## src/rtl/alu_seq_control.sv

```systemverilog
// Vector ALU sequencer: splits one vector instruction into lane-group phases,
// drives operand selects / result strobes and maps the opcode to the lane ALU.
module alu_seq_control #(
  parameter  int NUM_ELEMS = 8,
  parameter  int LANES     = 4,
  localparam int PHASES    = (NUM_ELEMS + LANES - 1) / LANES,
  localparam int PW        = (PHASES > 1) ? $clog2(PHASES) : 1,
  localparam int SW        = $clog2(PHASES + 1)
) (
  input  logic              clk,
  input  logic              reset,
  input  logic              alu_start,
  input  logic [3:0]        alu_op,
  input  logic              alu_stall,
  output logic              alu_busy,
  output logic              alu_rdy,
  output logic              alu_err,
  output logic [PHASES-1:0] out_en,
  output logic [PW-1:0]     in_sel_a,
  output logic [SW-1:0]     in_sel_b,
  output logic [3:0]        int_alu_op
);

  localparam logic [3:0] OP_SUM    = 4'd0;
  localparam logic [3:0] OP_SUBS   = 4'd1;
  localparam logic [3:0] OP_AND    = 4'd2;
  localparam logic [3:0] OP_OR     = 4'd3;
  localparam logic [3:0] OP_XOR    = 4'd5;
  localparam logic [3:0] OP_LSHIFT = 4'd6;
  localparam logic [3:0] OP_RSHIFT = 4'd7;
  localparam logic [3:0] OP_LROT   = 4'd9;
  localparam logic [3:0] OP_RROT   = 4'd10;

  typedef enum logic [1:0] {IDLE, RUN, DONE} state_t;

  state_t        state_q;
  logic [PW-1:0] ph_q;
  logic [3:0]    op_q;
  logic          run, scalar;

  function automatic logic illegal(input logic [3:0] op);
    return op[3:1] == 3'b111;
  endfunction

  always_ff @(posedge clk) begin
    if (reset) begin
      state_q <= IDLE;
      ph_q    <= '0;
      op_q    <= '0;
    end else begin
      case (state_q)
        IDLE: if (alu_start) begin
          op_q    <= alu_op;
          ph_q    <= '0;
          state_q <= illegal(alu_op) ? DONE : RUN;
        end
        RUN: if (!alu_stall) begin
          // Last phase leaves straight to DONE; the counter never wraps.
          if (ph_q == PW'(PHASES - 1)) state_q <= DONE;
          else                         ph_q    <= ph_q + 1'b1;
        end
        DONE:    state_q <= IDLE;
        default: state_q <= IDLE;
      endcase
    end
  end

  assign run      = (state_q == RUN);
  assign alu_busy = (state_q != IDLE);
  assign alu_rdy  = (state_q == DONE);
  assign alu_err  = alu_rdy & illegal(op_q);
  assign in_sel_a = run ? ph_q : '0;

  for (genvar g = 0; g < PHASES; g++) begin : g_en
    assign out_en[g] = run & ~alu_stall & (ph_q == PW'(g));
  end

  always_comb begin
    scalar = 1'b0;
    case (op_q)
      4'b0000, 4'b0010, 4'b0100, 4'b1011, 4'b1101: scalar = 1'b1;
      default:                                     scalar = 1'b0;
    endcase
  end

  // Select value PHASES routes the scalar broadcast into the B operand.
  always_comb begin
    in_sel_b = '0;
    if (alu_busy && scalar) in_sel_b = SW'(PHASES);
    else if (run)           in_sel_b = SW'(ph_q);
  end

  always_comb begin
    int_alu_op = OP_OR;
    case (op_q)
      4'b0000, 4'b0001: int_alu_op = OP_AND;
      4'b0010, 4'b0011: int_alu_op = OP_OR;
      4'b0100, 4'b0101: int_alu_op = OP_XOR;
      4'b0110:          int_alu_op = OP_RSHIFT;
      4'b0111:          int_alu_op = OP_LSHIFT;
      4'b1000:          int_alu_op = OP_RROT;
      4'b1001:          int_alu_op = OP_LROT;
      4'b1010, 4'b1011: int_alu_op = OP_SUM;
      4'b1100, 4'b1101: int_alu_op = OP_SUBS;
      default:          int_alu_op = OP_OR;
    endcase
  end

endmodule

```

## config.mk

```make
export PLATFORM = sky130hd
export DESIGN_NAME = alu_seq_control
export DESIGN_NICKNAME = d
export VERILOG_FILES = /design/src/rtl/alu_seq_control.sv
export SDC_FILE = /design/constraint.sdc
export NUM_CORES = 1
export LEC_CHECK = 0
export BUFFER_PORTS_ARGS = -buffer_cell sky130_fd_sc_hd__buf_4
export CAP_MARGIN = 20
export CELL_PAD_IN_SITES_DETAIL_PLACEMENT = 1
export CELL_PAD_IN_SITES_GLOBAL_PLACEMENT = 2
export CORE_UTILIZATION = 27
export CTS_BUF_LIST = sky130_fd_sc_hd__clkbuf_4
export DETAILED_ROUTE_END_ITERATION = 10
export PLACE_DENSITY = 0.83
export RECOVER_POWER = 100
export SYNTH_ARGS = -nofsm -noshare
export SYNTH_HDL_FRONTEND = slang
export SYNTH_SLANG_ARGS = --single-unit
```

## constraint.sdc

```tcl
create_clock -name clk -period 1.5 [get_ports clk]
set_clock_uncertainty 0.2 [all_clocks]
set_input_delay 0 -clock clk [delete_from_list [all_inputs] [get_ports clk]]
set_output_delay 0 -clock clk [all_outputs]
set_load 0.02 [all_outputs]
```

==> results by group, run 1 <==
Clock network
  – Clk pin slew, worst setup/hold paths: 0.07 ns
  – Root Buffer: clkbuf_4
  – Max Root-Sink Buffers: 2
  – Clock sinks: 11
  – Worst-skew pair later-pin latency: 0.27 ns
  – TritonCTS buffer count: 3
  – CTS tree: built
  – H-tree levels: 1

Finish
  – Net count reported at finish: 119
  – Final std cells w/o fill: 138
  – Area Overhead vs Synth: 58.6%
  – Share of cells above drive strength 1: 41.8%
  – N_diodes: 0
  – Fill cells: 270

Routing
  – Total routed wirelength: 1930 microns
  – Antenna viol nets, final: 0
  – DRT Pass-1 Iters: 4
  – Starting DRT DRC Count: 8
  – Avg Vias per Cell: 4.89
  – DRC: 0
  – Vias: 675
  – Routed WL per cell: 14.0 microns

Critical path
  – Crit. End Element: register
  – CP arrival: 1.45 ns
  – Worst setup path class: register to register
  – CP required: 1.45 ns
  – Setup crit start kind: register
  – Worst-path fanout max: 5

Timing
  – Period utilization: 99.9%
  – RSZ-0062 raised after global routing: yes
  – Worst slew pin tran: 0.276 ns
  – Highest clock rate: 0.668 GHz
  – Max-slew violations: 0
  – Final setup vio count: 0
  – Minimum clock period after layout: 1.50 ns
  – Final hold vios: 0
  – Slew HR: 81.3%

Min path
  – Hold Path Class: input pin to register

Yosys
  – Async S/R FF share, synth: 0%
  – Mapped Nets: 81
  – Yosys warns: 0
  – Synth Area per Inst: 8.95 sq um
  – Ys flop type: dfxtp_1
  – Synth Cell Area: 653 sq um
  – Number of distinct library cells after synthesis: 32
  – Seq/Total Area, Yosys: 33.7%
  – Cells after synthesis: 73
  – Seq cells post-synth: 11
  – Post-synth EDFFs: 0

Run
  – Max cap viols: 0

Global route
  – Largest net degree at the start of global routing: 16
  – First-pass GRT wire length: 3110 microns
  – GRT Util Overall: 16.2%
  – Initial antenna violation count: 0
  – Vias in the first global route: 657
  – Total gr overflow: 0

Pwr
  – VDD IR max: 0.408 mV
  – Power per cell area: 780 mW/mm^2
  – Leakage: 0.000464 uW
  – Total Power: 808 uW

Placed design
  – HPWL after detailed placement: 1300 microns
  – I/O Buffers: 19
  – Final Wtd Congestion: 0.733
  – Inst Count DP: 123

Die
  – Die ar.: 0.00262 sq mm
  – Site Rows: 17
  – Starting Density: 29.0%
  – Die width: 51.2 microns
  – I/O Pins: 20
  – Die height: 51.2 microns
  – Core area: 0.00225 sq mm

Outcome
  – Status: completed
## worst paths after layout
kind              startpoint       endpoint  slack [ns]  depth (start not counted)
setup / recovery  state_q[0]  int_alu_op[1]       0.002                          4
hold / removal     alu_start  int_alu_op[3]        0.11                          4
setup reg to reg  state_q[0]  int_alu_op[1]       0.002                          4
hold reg to reg      op_q[0]        op_q[0]        0.37                          2
## registers in the layout, summed over array words and instances (netlist names)
| signal | flops |
|---|---|
| op_q | 4 |
| int_alu_op | 4 |
| ph_q | 1 |
| state_q | 2 |
## kinds of logic after synthesis
family / count (synthesis) / synth area share, %
and+or+nand+nor: 33 / 31.2
AOI/OAI and AO/OA: 15 / 17.6
DFF: 11 / 33.7
muxes: 7 / 10.9
buffers and inverters: 7 / 6.51
## Yosys cell counts, types with 2 or more instances
cell type	number	area share (%)
nor3_1	2	1.5
nor2b_1	2	1.9
a32oi_1	3	4.0
nand2b_1	4	3.8
or2b_1	2	2.3
nand3b_1	4	4.6
buf_6	2	3.4
nor2_1	9	5.2
inv_1	3	1.7
dfxtp_1	11	34
o21bai_1	2	2.3
mux2i_1	6	9.2
o21ai_0	2	1.5
a21o_1	2	2.3
o211a_1	2	3.1
## per-stage QoR
step	hold WS, ns	setup TNS, ns	utilization (%)	worst slack (ns)	instance area [sq um]
after CTS	0.0896	-0.0663	43.3	-0.0663	976
after floorplan	-0.120	-0.0298	-	-0.0215	658
final	0.107	0	45.9	0.00222	1040
after global placement	0.0739	0	38.0	0.0478	857
after global routing	0.148	-0.298	45.9	-0.0756	1040
after detailed placement	0.0768	-0.0498	38.0	-0.0381	857
## layout make-up
cell class                      instances  area (sq um)  area share (%)
Tap cell                               28          35.0            3.38
Inverter                                3          11.3            1.09
Sequential cell                        11           231            22.3
Clock buffer                            4          30.0            2.90
Multi-Input combinational cell         55           443            42.8
Timing Repair Buffer                   37           285            27.5
## worst max-delay path: stages (launching register included)
cell and delay (ns):
dfxtp_4 0.36, nor3b_4 0.26, buf_6 0.18, mux2i_4 0.25
a32oi_2 0.13
## layer usage
| layer | wire [microns] | GRT usage (%) | up-vias |
|---|---|---|---|
| li1 | - | - | 335 |
| met5 | 0 | 0 | - |
| met2 | 972 | 27.9 | 16 |
| met4 | 9 | 4.17 | 0 |
| met1 | 866 | 19.6 | 321 |
| met3 | 80 | 4.46 | 3 |
## report_power, final
part | switching [uW] | leakage, uW | internal [uW] | total, uW
logic | 120 | 0.000353 | 133 | 254
clock network | 101 | 0.0000184 | 121 | 222
registers | 17.9 | 0.0000928 | 314 | 332
## repair_timing
action                                  in CTS  in global routing
endpoints found under the setup margin       4                  8
resized for setup                            7                 13
endpoints found under the hold margin       11                  0
setup buffers                                1                  5
cloned                                       0                  0
pin swaps                                    3                  5
hold buffers                                 7                  0
## cell usage in the layout (no fill, tap or decap), types with 2 or more instances in the layout
cell / instances
a21o_1: 2
a32oi_1: 2
buf_4: 21
buf_6: 3
clkbuf_1: 5
clkbuf_4: 4
dfxtp_1: 6
dfxtp_2: 3
dfxtp_4: 2
dlygate4sd3_1: 7
inv_1: 3
mux2i_1: 3
mux2i_4: 2
nand2b_1: 4
nand3b_1: 4
nor2_1: 9
nor2b_1: 2
o211a_1: 2
o21ai_0: 2
o21bai_1: 2
or2b_1: 2
No activity file was read; power rests on OpenSTA's default activity.
==> run 2: changes to the inputs <==
Settings changed: CAP_MARGIN 20 to 25, CORE_UTILIZATION 27 to 25, CTS_BUF_LIST sky130_fd_sc_hd__clkbuf_4 to default, CTS_CLUSTER_DIAMETER from default to 60, PLACE_DENSITY 0.83 to 0.78.
==> results by group, run 2 (same netlist as run 1, synthesis figures left out) <==
Outcome
  – Status: finished with violations (was completed)
  – Failing checks: negative setup slack

Timing
  – Period utilization: 101% (was 99.9%)
  – Highest clock rate: 0.658 GHz (was 0.668 GHz)
  – Slew HR: 79.1% (was 81.3%)
  – Worst slew pin tran: 0.305 ns (was 0.276 ns)
  – Setup ws final: -0.0186 ns (was 0.00222 ns)
  – Final hold vios: 0 (unchanged)
  – RSZ-0062 raised after global routing: yes (unchanged)
  – Final setup vio count: 2 (was 0)
  – Minimum clock period after layout: 1.52 ns (was 1.50 ns)
  – Max-slew violations: 0 (unchanged)

Die
  – Core area: 0.00248 sq mm (was 0.00225 sq mm)
  – Starting Density: 26.4% (was 29.0%)
  – I/O Pins: 20 (unchanged)
  – Die width: 53.1 microns (was 51.2 microns)
  – Site Rows: 18 (was 17)
  – Die height: 53.1 microns (was 51.2 microns)
  – Die ar.: 0.00282 sq mm (was 0.00262 sq mm)

Clock network
  – Clk pin slew, worst setup/hold paths: 0.07 ns (about the same)
  – Worst-skew pair later-pin latency: 0.27 ns (about the same)
  – Clock sinks: 11 (unchanged)
  – Root Buffer: clkbuf_4 (unchanged)
  – H-tree levels: 1 (unchanged)
  – TritonCTS buffer count: 3 (unchanged)
  – CTS tree: built (unchanged)
  – Max Root-Sink Buffers: 2 (unchanged)

Run
  – Max cap viols: 0 (unchanged)

Routing
  – Avg Vias per Cell: 4.81 (was 4.89)
  – DRC: 0 (unchanged)
  – Total routed wirelength: 1880 microns (was 1930 microns)
  – Vias: 649 (was 675)
  – Routed WL per cell: 13.9 microns (was 14.0 microns)
  – Starting DRT DRC Count: 3 (was 8)
  – DRT Pass-1 Iters: 4 (unchanged)
  – Antenna viol nets, final: 0 (unchanged)

Pwr
  – VDD IR max: 0.382 mV (was 0.408 mV)
  – Leakage: 0.000433 uW (was 0.000464 uW)
  – Power per cell area: 792 mW/mm^2 (was 780 mW/mm^2)

Critical path
  – Worst-path fanout max: 6 (was 5)
  – CP arrival: 1.32 ns (was 1.45 ns)
  – Worst setup path class: register to output pin (was register to register)
  – Worst r2r src: state_q[0] (unchanged)
  – Crit. End Element: output pin (was register)
  – CP required: 1.30 ns (was 1.45 ns)
  – CP startpoint: op_q[1] (was state_q[0])
  – Flop2flop setup slack: -0.01 ns (was 0.002 ns)
  – Setup crit start kind: register (unchanged)

Finish
  – Share of cells above drive strength 1: 33.3% (was 41.8%)
  – Sequential Area: 229 sq um (was 231 sq um)
  – Net count reported at finish: 114 (was 119)
  – Most frequent cells in the layout: buf_4, nor2_1, dfxtp_1 (was buf_4, nor2_1, dlygate4sd3_1)
  – Fill cells: 314 (was 270)
  – Commonest non-fill, non-tap cell in the layout: buf_4 (unchanged)
  – Final instance area: 950 sq um (was 0.00104 sq mm)
  – Final core utilization: 38.3% (was 45.9%)
  – Area Overhead vs Synth: 45.4% (was 58.6%)
  – Multi-input gate area: 403 sq um (was 443 sq um)
  – N_diodes: 0 (unchanged)

Global route
  – Total gr overflow: 0 (unchanged)
  – Met2 GRT Util: 24.1% (was 27.9%)
  – Met3 track demand over resource: 3.45% (was 4.46%)
  – Busiest grt layer: met2 (unchanged)
  – GRT Util Overall: 15.2% (was 16.2%)
  – Vias in the first global route: 645 (was 657)
  – Met1 track demand over resource: 19.3% (was 19.6%)
  – Largest net degree at the start of global routing: 16 (unchanged)
  – Initial antenna violation count: 0 (unchanged)
  – First-pass GRT wire length: 3020 microns (was 3110 microns)

Placed design
  – I/O Buffers: 19 (unchanged)
  – HPWL after detailed placement: 1300 microns (about the same)
  – Pre-CTS WS: -0.0178 ns (was -0.0381 ns)
  – Final Wtd Congestion: 0.740 (was 0.733)
  – Placed inst area: 845 sq um (was 857 sq um)

Min path
  – Hold Path Class: input pin to register (unchanged)
  – Hold_sp: alu_start (unchanged)
-- run 2: cell types whose count changed in the layout (fill, tap and decap cells not counted), moves of 2 or more --
cell / before / now
buf_4: 21 / 16
clkbuf_2: 0 / 2
dfxtp_1: 6 / 8
dfxtp_2: 3 / 1
mux2i_1: 3 / 5
mux2i_4: 2 / 0
-- run 2: timing repair --
action	CTS	global route
setup buffers	2	1
pin swaps	4	6
setup endpoints to repair	5	6
hold buffers	7	0
gates resized for setup	6	8
endpoints found under the hold margin	11	0
-- run 2: path summary, 6_finish.rpt --
check / endpoint / cells past startpoint
max: in_sel_b[0] / 4
min: int_alu_op[0] / 4
max reg2reg: int_alu_op[3] / 3
min reg2reg: state_q[1] / 2
-- run 2: critical path, cell delays in order (launching register included) --
cell and delay, ns:
dfxtp_4 0.36, o211a_1 0.20, o211a_1 0.25, nor2_1 0.09, buf_4 0.14
-- run 2: final cells by class --
| type | instances | share of cell area [%] |
|---|---|---|
| well taps | 30 | 3.95 |
| multi-input cells | 55 | 42.4 |
| repair buffers | 32 | 25.6 |
| inverters | 3 | 1.19 |
| flip-flops and latches | 11 | 24.1 |
| clock buffers | 4 | 2.77 |
-- run 2: through the flow --
step	TNS, ns	power, uW	hold WS, ns	std cells
floorplan	-0.0298	455	-0.120	73
global placement	0	533	0.0803	123
detailed placement	-0.0178	536	0.0807	123
CTS	-0.0885	771	0.0471	136
global route	-0.433	794	0.102	135
finish	-0.0277	752	0.0629	135
-- run 2: report_power, final --
group | switching (uW) | internal, uW
registers | 19.3 | 313
logic | 105 | 107
clock network | 104 | 103
-- run 2: metal layers --
metal / share of wire [%] / routed length (microns)
met5: 0 / 0
met4: 1.1 / 21
met3: 3.5 / 65
met2: 49 / 922
met1: 46 / 871
==> run 3: changes to the inputs <==
Settings changed: HOLD_SLACK_MARGIN from default to 0.12.
==> results by group, run 3 (same netlist as run 1, synthesis figures left out) <==
Clock network
  – Max Root-Sink Buffers: 2 (unchanged)
  – H-tree levels: 1 (unchanged)
  – CTS tree: built (unchanged)
  – Clock sinks: 11 (unchanged)
  – TritonCTS buffer count: 3 (unchanged)
  – Clk pin slew, worst setup/hold paths: 0.07 ns (about the same)
  – Root Buffer: clkbuf_4 (unchanged)
  – Worst-skew pair later-pin latency: 0.27 ns (about the same)

Timing
  – Worst slew pin tran: 0.279 ns (was 0.305 ns)
  – Final setup vio count: 3 (was 2)
  – Minimum clock period after layout: 1.55 ns (was 1.52 ns)
  – RSZ-0062 raised after global routing: yes (unchanged)
  – Period utilization: 104% (was 101%)
  – Slew HR: 81.1% (was 79.1%)
  – Highest clock rate: 0.643 GHz (was 0.658 GHz)
  – Setup ws final: -0.0548 ns (was -0.0186 ns)
  – Final hold vios: 0 (unchanged)
  – Max-slew violations: 0 (unchanged)

Finish
  – N_diodes: 0 (unchanged)
  – Fill cells: 310 (was 314)
  – Commonest non-fill, non-tap cell in the layout: buf_4 (unchanged)
  – Final instance area: 0.00102 sq mm (was 950 sq um)
  – Area Overhead vs Synth: 55.9% (was 45.4%)
  – Share of cells above drive strength 1: 36.4% (was 33.3%)
  – Net count reported at finish: 119 (was 114)
  – Final core utilization: 41.1% (was 38.3%)
  – Most frequent cells in the layout: buf_4, nor2_1, dfxtp_1 (unchanged)

Min path
  – Hold_sp: alu_op[2] (was alu_start)
  – Hold Path Class: input pin to register (unchanged)

Die
  – Site Rows: 18 (unchanged)
  – Die width: 53.1 microns (unchanged)
  – Die height: 53.1 microns (unchanged)
  – Die ar.: 0.00282 sq mm (unchanged)
  – Starting Density: 26.4% (unchanged)
  – Core area: 0.00248 sq mm (unchanged)
  – I/O Pins: 20 (unchanged)

Global route
  – First-pass GRT wire length: 3010 microns (was 3020 microns)
  – Largest net degree at the start of global routing: 16 (unchanged)
  – Vias in the first global route: 641 (was 645)
  – Total gr overflow: 0 (unchanged)
  – Initial antenna violation count: 0 (unchanged)
  – GRT Util Overall: 15.1% (was 15.2%)

Critical path
  – CP arrival: 1.56 ns (was 1.32 ns)
  – Flop2flop setup slack: -0.03 ns (was -0.01 ns)
  – Setup crit start kind: input pin (was register)
  – CP max-delay cell: dlygate4sd3_1 (was dfxtp_4)
  – Worst-path fanout max: 6 (unchanged)
  – Delay of the slowest cell on the worst path: 0.57 ns (was 0.36 ns)
  – Worst r2r src: op_q[3] (was state_q[0])
  – Crit path cell chain: buf_4 > dlygate4sd3_1 > nor3b_2 > buf_6 > or3_2 > a21oi_2 (was o211a_1 > o211a_1 > nor2_1 > buf_4)
  – CP startpoint: alu_start (was op_q[1])
  – Crit. End Element: register (was output pin)
  – CP required: 1.51 ns (was 1.30 ns)
  – Worst setup path class: input pin to register (was register to output pin)

Placed design
  – Pre-CTS WS: -0.0178 ns (unchanged)
  – HPWL after detailed placement: 1300 microns (unchanged)
  – I/O Buffers: 19 (unchanged)
  – Final Wtd Congestion: 0.740 (unchanged)
  – Placed inst area: 845 sq um (unchanged)

Routing
  – Starting DRT DRC Count: 7 (was 3)
  – Vias: 685 (was 649)
  – DRC: 0 (unchanged)
  – Total routed wirelength: 2050 microns (was 1880 microns)
  – Avg Vias per Cell: 4.89 (was 4.81)
  – DRT Pass-1 Iters: 3 (was 4)
  – Routed WL per cell: 14.6 microns (was 13.9 microns)
  – Antenna viol nets, final: 0 (unchanged)

Outcome
  – Status: finished with violations (unchanged)
  – Failing checks: negative setup slack (unchanged)

Run
  – Max cap viols: 0 (unchanged)

Pwr
  – Leakage: 0.000479 uW (was 0.000433 uW)
  – VDD IR max: 0.305 mV (was 0.382 mV)
  – Power per cell area: 763 mW/mm^2 (was 792 mW/mm^2)
## run 3: layout make-up
type | count | area, sq um | share of cell area [%]
clock buffer | 4 | 26.3 | 2.58
sequential | 11 | 229 | 22.5
timing repair buffer | 37 | 308 | 30.2
multi-input combinational | 55 | 407 | 39.9
inverter | 3 | 11.3 | 1.11
tap | 30 | 37.5 | 3.69
## run 3: worst paths after layout
check                  end  depth (start not counted)
max reg2reg  int_alu_op[3]                          3
max          int_alu_op[3]                          6
min                op_q[2]                          5
min reg2reg  int_alu_op[3]                          2
## run 3: worst max-delay path, delay by kind of cell
| kind | cells | cell delay (ns) |
|---|---|---|
| buf+inv | 3 | 0.83 |
| simple gates | 2 | 0.63 |
| compound gates | 1 | 0.12 |
## run 3: report_power, final
group          switching (uW)  total, uW  internal, uW
logic                     113        236           123
registers                19.2        333           313
clock network             105        208           103
## run 3: what timing repair did
item                       4_1_cts  5_1_grt
pin swaps                        4        9
hold endpoints to repair        13        5
hold buffers                     7        2
buffers inserted                 2        5
setup endpoints to repair        5        8
gates resized for setup          6       16
## run 3: metal layers
layer / track usage, % / part of all wire, %
met5: 0 / 0
met4: 6.58 / 1.8
met3: 3.45 / 3.1
met2: 23.8 / 51
met1: 19.3 / 45
## run 3: through the flow
stage                     instances  hold WS (ns)  total power [uW]  setup TNS, ns
final                           140         0.117               777        -0.0932
after global routing            140         0.127               816         -0.316
after CTS                       136         0.334               770         -0.182
after detailed placement        123        0.0807               536        -0.0178
after global placement          123        0.0803               533              0
after floorplan                  73        -0.120               455        -0.0298
